<file path="src/rtl/pkt_fmt_pkg.sv">
// Shared types and helpers for the packet formatter: FSM states, length codes,
// length decode and the "no channel" ID.
package pkt_fmt_pkg;

  typedef enum logic [2:0] {
    ST_IDLE    = 3'd0,
    ST_COLLECT = 3'd1,
    ST_REQ     = 3'd2,
    ST_SEND    = 3'd3,
    ST_DONE    = 3'd4
  } fmt_state_e;

  localparam logic [2:0] LEN_4  = 3'd0;
  localparam logic [2:0] LEN_8  = 3'd1;
  localparam logic [2:0] LEN_16 = 3'd2;
  localparam logic [2:0] LEN_32 = 3'd3;
  localparam logic [2:0] LEN_64 = 3'd4;

  // Widest channel-ID field (CH_NUM up to 7); narrower IDs take the low bits.
  localparam int unsigned MAX_IDW = 3;
  localparam logic [MAX_IDW-1:0] NO_CH = '1;

  // Map a length code to a beat count, never exceeding the buffer depth.
  function automatic int unsigned len_decode(input logic [2:0] sel,
                                             input int unsigned max_len);
    int unsigned len;
    case (sel)
      LEN_4:   len = 32'd4;
      LEN_8:   len = 32'd8;
      LEN_16:  len = 32'd16;
      LEN_32:  len = 32'd32;
      LEN_64:  len = 32'd64;
      default: len = max_len;
    endcase
    if (len > max_len) len = max_len;
    return len;
  endfunction

endpackage

</file>
<file path="src/rtl/fmt_skid_buf.sv">
// One-entry skid buffer holding a beat that arrived while the formatter was
// not accepting its channel.
module fmt_skid_buf #(
  parameter int unsigned DW = 8
) (
  input  logic          clk_i,
  input  logic          rstn_i,
  input  logic          push_i,
  input  logic          pop_i,
  input  logic [DW-1:0] data_i,
  output logic [DW-1:0] data_o,
  output logic          full_o
);

  // Push wins over pop so a simultaneous drain-and-refill keeps the entry full.
  always_ff @(posedge clk_i or negedge rstn_i) begin
    if (!rstn_i) begin
      full_o <= 1'b0;
      data_o <= '0;
    end else if (push_i) begin
      full_o <= 1'b1;
      data_o <= data_i;
    end else if (pop_i) begin
      full_o <= 1'b0;
    end
  end

endmodule

</file>
<file path="src/rtl/pkt_formatter_p.sv">
// Packet formatter: collects one channel's packet into a local buffer, then
// bursts it to the output interface with start/end framing and backpressure.
module pkt_formatter_p
  import pkt_fmt_pkg::*;
#(
  parameter int unsigned CH_NUM  = 3,
  parameter int unsigned DW      = 8,
  parameter int unsigned MAX_LEN = 64,
  parameter int unsigned IDW     = $clog2(CH_NUM + 1)
) (
  input  logic           clk_i,
  input  logic           rstn_i,
  output logic           fmt_id_req_o,
  output logic           f2a_ack_o,
  input  logic           a2f_val_i,
  input  logic [IDW-1:0] a2f_id_i,
  input  logic [DW-1:0]  a2f_data_i,
  input  logic [2:0]     pkglen_sel_i,
  input  logic           fmt_grant_i,
  input  logic           fmt_rdy_i,
  output logic           fmt_req_o,
  output logic [IDW-1:0] fmt_chid_o,
  output logic [31:0]    fmt_length_o,
  output logic [DW-1:0]  fmt_data_o,
  output logic           fmt_vld_o,
  output logic           fmt_start_o,
  output logic           fmt_end_o,
  output logic           err_ovf_o
);

  localparam int unsigned PW = $clog2(MAX_LEN) + 1;
  localparam logic [IDW-1:0] NO_ID = IDW'(NO_CH);

  fmt_state_e state_q, state_d;

  logic [IDW-1:0] ch_q;
  logic [PW-1:0]  len_q;
  logic [PW-1:0]  wr_ptr_q;
  logic [PW-1:0]  rd_ptr_q;
  logic           err_q;
  logic [DW-1:0]  mem [MAX_LEN];

  logic [CH_NUM-1:0] skid_full;
  logic [CH_NUM-1:0] skid_push;
  logic [CH_NUM-1:0] skid_pop;
  logic [DW-1:0]     skid_data [CH_NUM];

  logic          id_ok;
  logic          in_beat;
  logic          collecting;
  logic          cur_full;
  logic [DW-1:0] cur_data;
  logic          skid_wr;
  logic          a2f_wr;
  logic          wr_en;
  logic [DW-1:0] wr_data;
  logic          last_wr;
  logic          last_rd;
  logic          ovf;

  assign id_ok      = (a2f_id_i < IDW'(CH_NUM));
  assign in_beat    = a2f_val_i && id_ok;
  assign collecting = (state_q == ST_COLLECT);

  // Skid entry belonging to the channel being collected.
  always_comb begin
    cur_full = 1'b0;
    cur_data = '0;
    for (int i = 0; i < CH_NUM; i++) begin
      if (ch_q == IDW'(i)) begin
        cur_full = skid_full[i];
        cur_data = skid_data[i];
      end
    end
  end

  // A held skid beat always goes into the buffer ahead of new arbiter data.
  assign skid_wr   = collecting && cur_full;
  assign a2f_wr    = collecting && !cur_full && in_beat && (a2f_id_i == ch_q);
  assign wr_en     = skid_wr || a2f_wr;
  assign wr_data   = skid_wr ? cur_data : a2f_data_i;
  assign last_wr   = wr_en && (wr_ptr_q == len_q - PW'(1));
  assign last_rd   = (rd_ptr_q == len_q - PW'(1));
  assign f2a_ack_o = collecting && !last_wr;

  // Any valid beat not written to the buffer lands in its channel's skid.
  always_comb begin
    skid_push = '0;
    skid_pop  = '0;
    ovf       = 1'b0;
    for (int i = 0; i < CH_NUM; i++) begin
      skid_pop[i] = skid_wr && (ch_q == IDW'(i));
      if (in_beat && (a2f_id_i == IDW'(i)) && !a2f_wr) begin
        if (!skid_full[i] || skid_pop[i]) skid_push[i] = 1'b1;
        else                              ovf          = 1'b1;
      end
    end
  end

  for (genvar g = 0; g < CH_NUM; g++) begin : g_skid
    fmt_skid_buf #(.DW(DW)) u_skid (
      .clk_i  (clk_i),
      .rstn_i (rstn_i),
      .push_i (skid_push[g]),
      .pop_i  (skid_pop[g]),
      .data_i (a2f_data_i),
      .data_o (skid_data[g]),
      .full_o (skid_full[g])
    );
  end

  always_ff @(posedge clk_i or negedge rstn_i) begin
    if (!rstn_i) state_q <= ST_IDLE;
    else         state_q <= state_d;
  end

  // Next state and state-decoded outputs.
  always_comb begin
    state_d      = state_q;
    fmt_id_req_o = 1'b0;
    fmt_req_o    = 1'b0;
    fmt_vld_o    = 1'b0;
    fmt_start_o  = 1'b0;
    fmt_end_o    = 1'b0;
    fmt_data_o   = '0;
    case (state_q)
      ST_IDLE: begin
        fmt_id_req_o = 1'b1;
        if (id_ok) state_d = ST_COLLECT;
      end
      ST_COLLECT: begin
        if (last_wr) state_d = ST_REQ;
      end
      ST_REQ: begin
        fmt_req_o = 1'b1;
        if (fmt_grant_i) state_d = ST_SEND;
      end
      ST_SEND: begin
        fmt_vld_o   = 1'b1;
        fmt_data_o  = mem[rd_ptr_q[PW-2:0]];
        fmt_start_o = (rd_ptr_q == '0);
        fmt_end_o   = last_rd;
        if (fmt_rdy_i && last_rd) state_d = ST_DONE;
      end
      ST_DONE: begin
        fmt_id_req_o = 1'b1;
        state_d      = ST_IDLE;
      end
      default: state_d = ST_IDLE;
    endcase
  end

  always_ff @(posedge clk_i or negedge rstn_i) begin
    if (!rstn_i) begin
      ch_q     <= NO_ID;
      len_q    <= PW'(MAX_LEN);
      wr_ptr_q <= '0;
      rd_ptr_q <= '0;
      err_q    <= 1'b0;
    end else begin
      if (state_q == ST_IDLE && id_ok) begin
        ch_q     <= a2f_id_i;
        len_q    <= PW'(len_decode(pkglen_sel_i, MAX_LEN));
        wr_ptr_q <= '0;
        rd_ptr_q <= '0;
      end
      if (wr_en) wr_ptr_q <= wr_ptr_q + PW'(1);
      if (state_q == ST_SEND && fmt_rdy_i) rd_ptr_q <= rd_ptr_q + PW'(1);
      if (ovf) err_q <= 1'b1;
    end
  end

  // Packet storage; contents are only read after being written.
  always_ff @(posedge clk_i) begin
    if (wr_en) mem[wr_ptr_q[PW-2:0]] <= wr_data;
  end

  assign fmt_chid_o   = ch_q;
  assign fmt_length_o = 32'(len_q);
  assign err_ovf_o    = err_q;

endmodule

</file>
<file path="config.mk">
export PLATFORM = sky130hd
export DESIGN_NAME = pkt_formatter_p
export DESIGN_NICKNAME = d
export VERILOG_FILES = /design/src/rtl/pkt_fmt_pkg.sv /design/src/rtl/fmt_skid_buf.sv /design/src/rtl/pkt_formatter_p.sv
export SDC_FILE = /design/constraint.sdc
export NUM_CORES = 1
export LEC_CHECK = 0
export BUFFER_PORTS_ARGS = -buffer_cell sky130_fd_sc_hd__buf_2
export CAP_MARGIN = 25
export CORE_MARGIN = 2
export CORE_UTILIZATION = 62
export CTS_CLUSTER_SIZE = 28
export DETAILED_ROUTE_END_ITERATION = 7
export GPL_ROUTABILITY_DRIVEN = 0
export HOLD_SLACK_MARGIN = 0.12
export MAX_ROUTING_LAYER = met4
export PLACE_DENSITY = 0.78
export SLEW_MARGIN = 5
export SYNTH_ARGS = -nofsm -noshare
export SYNTH_HDL_FRONTEND = slang
export SYNTH_HIERARCHICAL = 1
export SYNTH_SLANG_ARGS = --single-unit
export TNS_END_PERCENT = 10
</file>
<file path="constraint.sdc">
create_clock -name clk_i -period 5.75 [get_ports clk_i]
set_clock_uncertainty 0.1 [all_clocks]
set_input_delay 0.2875 -clock clk_i [delete_from_list [all_inputs] [get_ports clk_i]]
set_output_delay 0.2875 -clock clk_i [all_outputs]
set_load 0.005 [all_outputs]
</file>
---- After elaboration in Yosys (flattened, before gate mapping) ----
Memories as Yosys holds them, arrays and structs flattened.
Cells that the tools add are included.
storage, ports and cells
  bits in registers ....................... 54
  bits in writable memories ............... 512
  memories ................................ 1
memories
  memory  depth  bits a word  read ports  clocked after memory_dff  wr ports  line                   RTL
  mem     64     8            1           0                         1         pkt_formatter_p.sv:41  logic [DW-1:0] mem [MAX_LEN];
operators by class
  $add $sub $neg .......................... 3
  magnitude comparators ................... 2
  equality and inequality tests ........... 18
  muxes and demuxes ....................... 44
  reductions and logical operators ........ 41
operators by type and width
  kind                                                  count
  2-to-1 mux 8 bit                                      5
  > comparator 32 x 7 -> 1 bit (second input constant)  1
  2-to-1 mux 32 bit                                     1
  2-to-1 mux 1 bit                                      28
  2-to-1 mux 7 bit                                      4
  one-hot mux 7 bit (4 select lines)                    1
  logical AND 1 bit                                     19
  adder 7 x 1 -> 7 bit (second input constant)          2
  equality test 7 bit                                   2
  equality test 3 x 2 -> 1 bit (second input constant)  4
  2-to-1 mux 3 bit                                      4
  one-hot mux 3 bit (4 select lines)                    1
  nonzero test 2 bit                                    5
  zero test 7 bit                                       1
  subtractor 7 x 1 -> 7 bit (second input constant)     1
  equality test 3 x 1 -> 1 bit (second input constant)  2
  zero test 1 bit                                       6
  zero test 3 bit                                       2
  != test 2 bit (second input constant)                 3
  equality test 2 x 1 -> 1 bit (second input constant)  2
  equality test 2 bit (second input constant)           2
  zero test 2 bit                                       2
  logical OR 1 bit                                      4
  AND reduction 4 bit                                   1
  other kinds (5)                                       5

---- Longest topological paths before layout ----
  word-level depth ........................ 15
  mapped depth ............................ 9
  mapped depth without buffers ............ 7

---- By module ----
The synthesis kept the hierarchy.
modules (own cells, without submodules)
  module           instances  cells each  area an instance (um^2)  seq. area each (um^2)
  pkt_formatter_p  1          1194        22054.9                  16004.1
  fmt_skid_buf     3          20          369.1                    225.2

---- Worst setup path before layout ----
OpenSTA, ideal clock, no wires.
  path kind ............................... register -> register
  from .................................... register ch_q[0], in the netlist fmt_chid_o[0]
  to ...................................... memory mem[0][1] (data pin)
  data arrival time ....................... 4.023 ns
  data required time ...................... 4.948 ns
  slack ................................... 0.926 ns
  cell stages (with the launch flop) ...... 7
  buffers on the path ..................... 2
  clock period less this slack ............ 4.824 ns
  cell sequence ........................... dfstp_2 > buf_4 > mux2i_1 > o2bb2ai_2 > nand2_1 > clkbuf_1 > o21ai_0
between the ends
  longest elaborated chain between the ends .. 6
  elaborated cells between the ends (all ways) .. 11
  classes of those cells .................. eq/ne: 2; mux: 7; reduce/logical: 2
RTL lines
  what                            line                    RTL
  start, declared                 pkt_formatter_p.sv:36   logic [IDW-1:0] ch_q;
  start signal, assigned          pkt_formatter_p.sv:162  ch_q <= a2f_id_i;
  zero test 2 bit                 pkt_formatter_p.sv:70   if (ch_q == IDW'(i)) begin
  2-to-1 mux 1 bit (3 in series)  pkt_formatter_p.sv:70
  logical AND 1 bit               pkt_formatter_p.sv:78   assign skid_wr = collecting && cur_full;
  2-to-1 mux 8 bit (*)            pkt_formatter_p.sv:81   assign wr_data = skid_wr ? cur_data : a2f_data_i;
  net wr_data[1]                  pkt_formatter_p.sv:56   logic [DW-1:0] wr_data;
  end, declared                   pkt_formatter_p.sv:41
The timed path passes the listed nets; every way through them passes the cells marked *.

---- Final worst setup path ----
  from .................................... register rd_ptr_q[0]
  to ...................................... output port fmt_data_o[6]
between the ends
  longest elaborated chain between the ends .. 2
RTL lines
  what                      line                    RTL
  start, declared           pkt_formatter_p.sv:39   logic [PW-1:0] rd_ptr_q;
  start signal, assigned    pkt_formatter_p.sv:168  if (state_q == ST_SEND && fmt_rdy_i) rd_ptr_q <= rd_ptr_q + PW'(1);
  memory read (64 x 8 bit)  -
  2-to-1 mux 8 bit          pkt_formatter_p.sv:126  case (state_q)
  end, declared             pkt_formatter_p.sv:24   output logic [DW-1:0] fmt_data_o,
Every way passes these cells.

==> impl_results.md <==
* Status: complete, no violations
* Area growth syn-to-layout at 10.4%
* Root buf cell: clkbuf_16
* Register bit total from synthesis at 564
* Flop pwr share at 0.489
* CTS tree: built
* TritonCTS buffer count at 53
* WP data required at 5360 ps
* Crit start category: flip-flop
* Leak Pwr at 8.26 nW
* Die H at 197 um
* Row count at 70
* H-Tree Depth at 2
* Clock buffer depth at 3
* Final critical-path share of the clock period at 0.724
* Part of the Yosys area used for sequential elements at 0.720
* Switching Share at 0.290
* Global-route wire length before repair at 77000 um
* Drt first pass iters at 5
* Final WL at 51400 um
* NetSw at 3.32 mW
* FMAX at 0.240 GHz
* Ports at 67
* CP Data Arrival Time at 3770 ps
* Nets at 1343
* Critical Path Sink Type: output port
* RSZ-0062 raised after global routing: no
* Antenna cells at 0
* CP max stage delay at 1030 ps
* DRC viols at 0
* Top-count cell post-synth: edfxtp_1
* Layout cells sized above 1 at 0.225
* Hold Crit Class: input port to asynchronous set/reset pin
* Largest net degree at the start of global routing at 70
* Internal cell power at 8.14 mW
* Die X at 197 um
* Mapped Avg Cell Area at 18.5 um^2
* Max_cap viols at 0
* Share of the synthesized area in the top cell type at 0.664
* EDFF count, synth at 512
* Clock power share at 0.287
* Hold buffers post-CTS at 18
* DR iter-0 viols at 1449
* Initial antenna violation count at 0
* Cell breakdown of the critical path: buf_12 -> mux4_2 -> a22oi_1 -> nand2_1 -> o31ai_1 -> o32ai_1 -> buf_2
* Slowest-stage cell, CP: dfrtp_4
* Yosys cell types at 72
* Inst Count DP at 1716
* Tightest Pin Transition at 1040 ps
* Die area at 38900 um^2
* Final Power at 11.5 mW
* Final Hold Violating Endpoints at 0
* Area occupied by registers at 16700 um^2
* Total grt overflow at 0
* Antenna viol nets, final at 0
* Initial core utilization at 0.631
* Slew HR at 0.305
* Multi-input combinational cell area at 6010 um^2
* Cell Area, Synth at 23200 um^2
* Fin crit period at 4160 ps
* Via density at 6.61
* Worst vdd ir at 325 uV
* Wire per inst at 28.1 um
* Final setup TNS at 0 ps
* CP max FO at 44
* # fillers at 2226
* Async set-reset flop share out of synthesis at 0.0922
* Synthesis Warnings at 6
* Synth top cells by count: 512 x edfxtp_1, 121 x mux4_2, 107 x nor2_1, 55 x nand2_1, 49 x dfrtp_1
* Skew-Pair Late Insertion Delay at 600 ps
* HPWL Detailed at 31600 um
* Core area at 36700 um^2
* Setup violations, final at 0
* Leading area contributor after synthesis: edfxtp_1
* Pins Over Slew Limit at 0
* Port Buffers at 39
* Combinational power share at 0.224
* Total power divided by cell area at 448 nW/um^2
* Crit Path Class: flip-flop to output port
* Reg clk slew, reported paths at 60 ps
* Global-route usage over all layers at 0.282
* Via count at 12100
* Post-synthesis cell count at 1254
* Synth area leaders: edfxtp_1 66%, mux4_2 12%, dfrtp_1 5.3%
* Non-filler cells, final at 1827
* Postcts setup bufs at 0
* Post-cts sizing count at 0
* Vias in the first global route at 12000
* Clock sinks at 564
* Top_reg_cell synth: edfxtp_1
-- per-layer routing --
layer	routed length [um]	GRT usage	up-vias
met5	0	-	-
met4	1580	0.0958	0
met3	4510	0.0481	104
met2	25200	0.437	663
met1	20100	0.389	6203
li1	-	-	5113
-- path summary, 6_finish.rpt --
path,from,endpoint,slack (ps),cells after the start
worst max-delay path,rd_ptr_q[0],fmt_data_o[6],1590,7
min in group clk_i,pkglen_sel_i[2],len_q[6],370,4
worst min register to register,len_q[6],len_q[6],400,2
worst min-delay path,rstn_i,g_skid[0].u_skid/full_o,250,3
max in group asynchronous,rstn_i,rd_ptr_q[1],4800,3
worst max register to register,fmt_chid_o[1],mem[44][4],1600,5
-- sequential cells by signal, summed over array words and instances, names as in the netlist --
register and count:
rd_ptr_q 7, g_skid.u_skid/full_o 3, len_q 5, g_skid.u_skid/data_o 24
err_ovf_o 1, mem 512, wr_ptr_q 7, state_q 3
fmt_chid_o 2
-- power groups by stage --
stage | Sequential, mW | Clock [mW] | Combinational (mW)
floorplan | 5.58 | 0 | 1.75
global placement | 5.69 | 0 | 2.43
detailed placement | 5.68 | 0 | 2.54
CTS | 5.61 | 3.32 | 2.56
global route | 5.64 | 3.47 | 2.73
finish | 5.61 | 3.29 | 2.56
-- critical path: cells and delay by family, from the launching register on --
| family | cells | cell delay [ps] |
|---|---|---|
| buffers and inverters | 2 | 590 |
| flip-flops | 1 | 1030 |
| AND/OR/NAND/NOR | 1 | 90 |
| AO/OA/AOI/OAI | 3 | 810 |
| multiplexers | 1 | 570 |
-- layout make-up --
type                       count  share of cell area
sequential                   564               0.653
timing repair buffer          80              0.0242
clock inverter                23             0.00602
inverter                      14             0.00206
multi-input combinational    608               0.235
tap                          468              0.0229
clock buffer                  70              0.0568
-- layout by cell type (no fill, tap or decap), types with 4 or more instances in the layout --
cell type      Yosys  final
edfxtp_1         512    512
xor2_1             6      6
dlygate4sd3_1      0     18
or3_1              8      8
o22ai_1           10     10
clkbuf_1          21     13
buf_12             1      4
conb_1             1     27
mux2_4            24     24
a22oi_1           10     10
nand4b_1           4      4
nand4_1            8      8
a21oi_1           20     20
clkinv_2           0      5
a211o_1            4      4
nand3_1           10     10
mux4_1             4      4
ha_1               4      4
buf_4             41     18
nor2_1           107    107
clkbuf_16          0     55
o21ai_4            0      5
o21ai_0           27     22
a211oi_1          13     13
clkinv_1           0     14
xnor2_1            6      6
dfrtp_1           49     45
nand2b_1           8      8
buf_2             20     39
mux4_2           121    121
nor2b_1            9      9
nand3b_1           6      6
o211ai_1           8      8
nor3_1             9      9
nand2_1           55     55
mux2i_1           34     34
inv_1             14     14
o221ai_1           5      5
-- per-stage QoR --
stage	hold slack, ps	instance area, um^2	worst slack (ps)	util
final	248	25600	1590	0.697
after global routing	304	25600	1380	0.697
after CTS	251	25600	1550	0.697
after detailed placement	352	23800	1760	0.648
after global placement	341	23700	1820	0.646
after floorplan	-108	23300	926	-
-- cells by family (layout without fill, tap and decap cells) --
kind of cell             Yosys count  count (layout)  synth area share
buffers and inverters            108             187            0.0276
flip-flops                       564             564             0.720
multiplexers                     185             185             0.153
adder cells (fa/ha/maj)            4               4           0.00216
AND/OR/NAND/NOR                  242             242            0.0493
AO/OA/AOI/OAI                    136             136            0.0408
XOR/XNOR                          14              14           0.00648
other                              1              27          0.000162
Power figures use the tool's default switching activity.
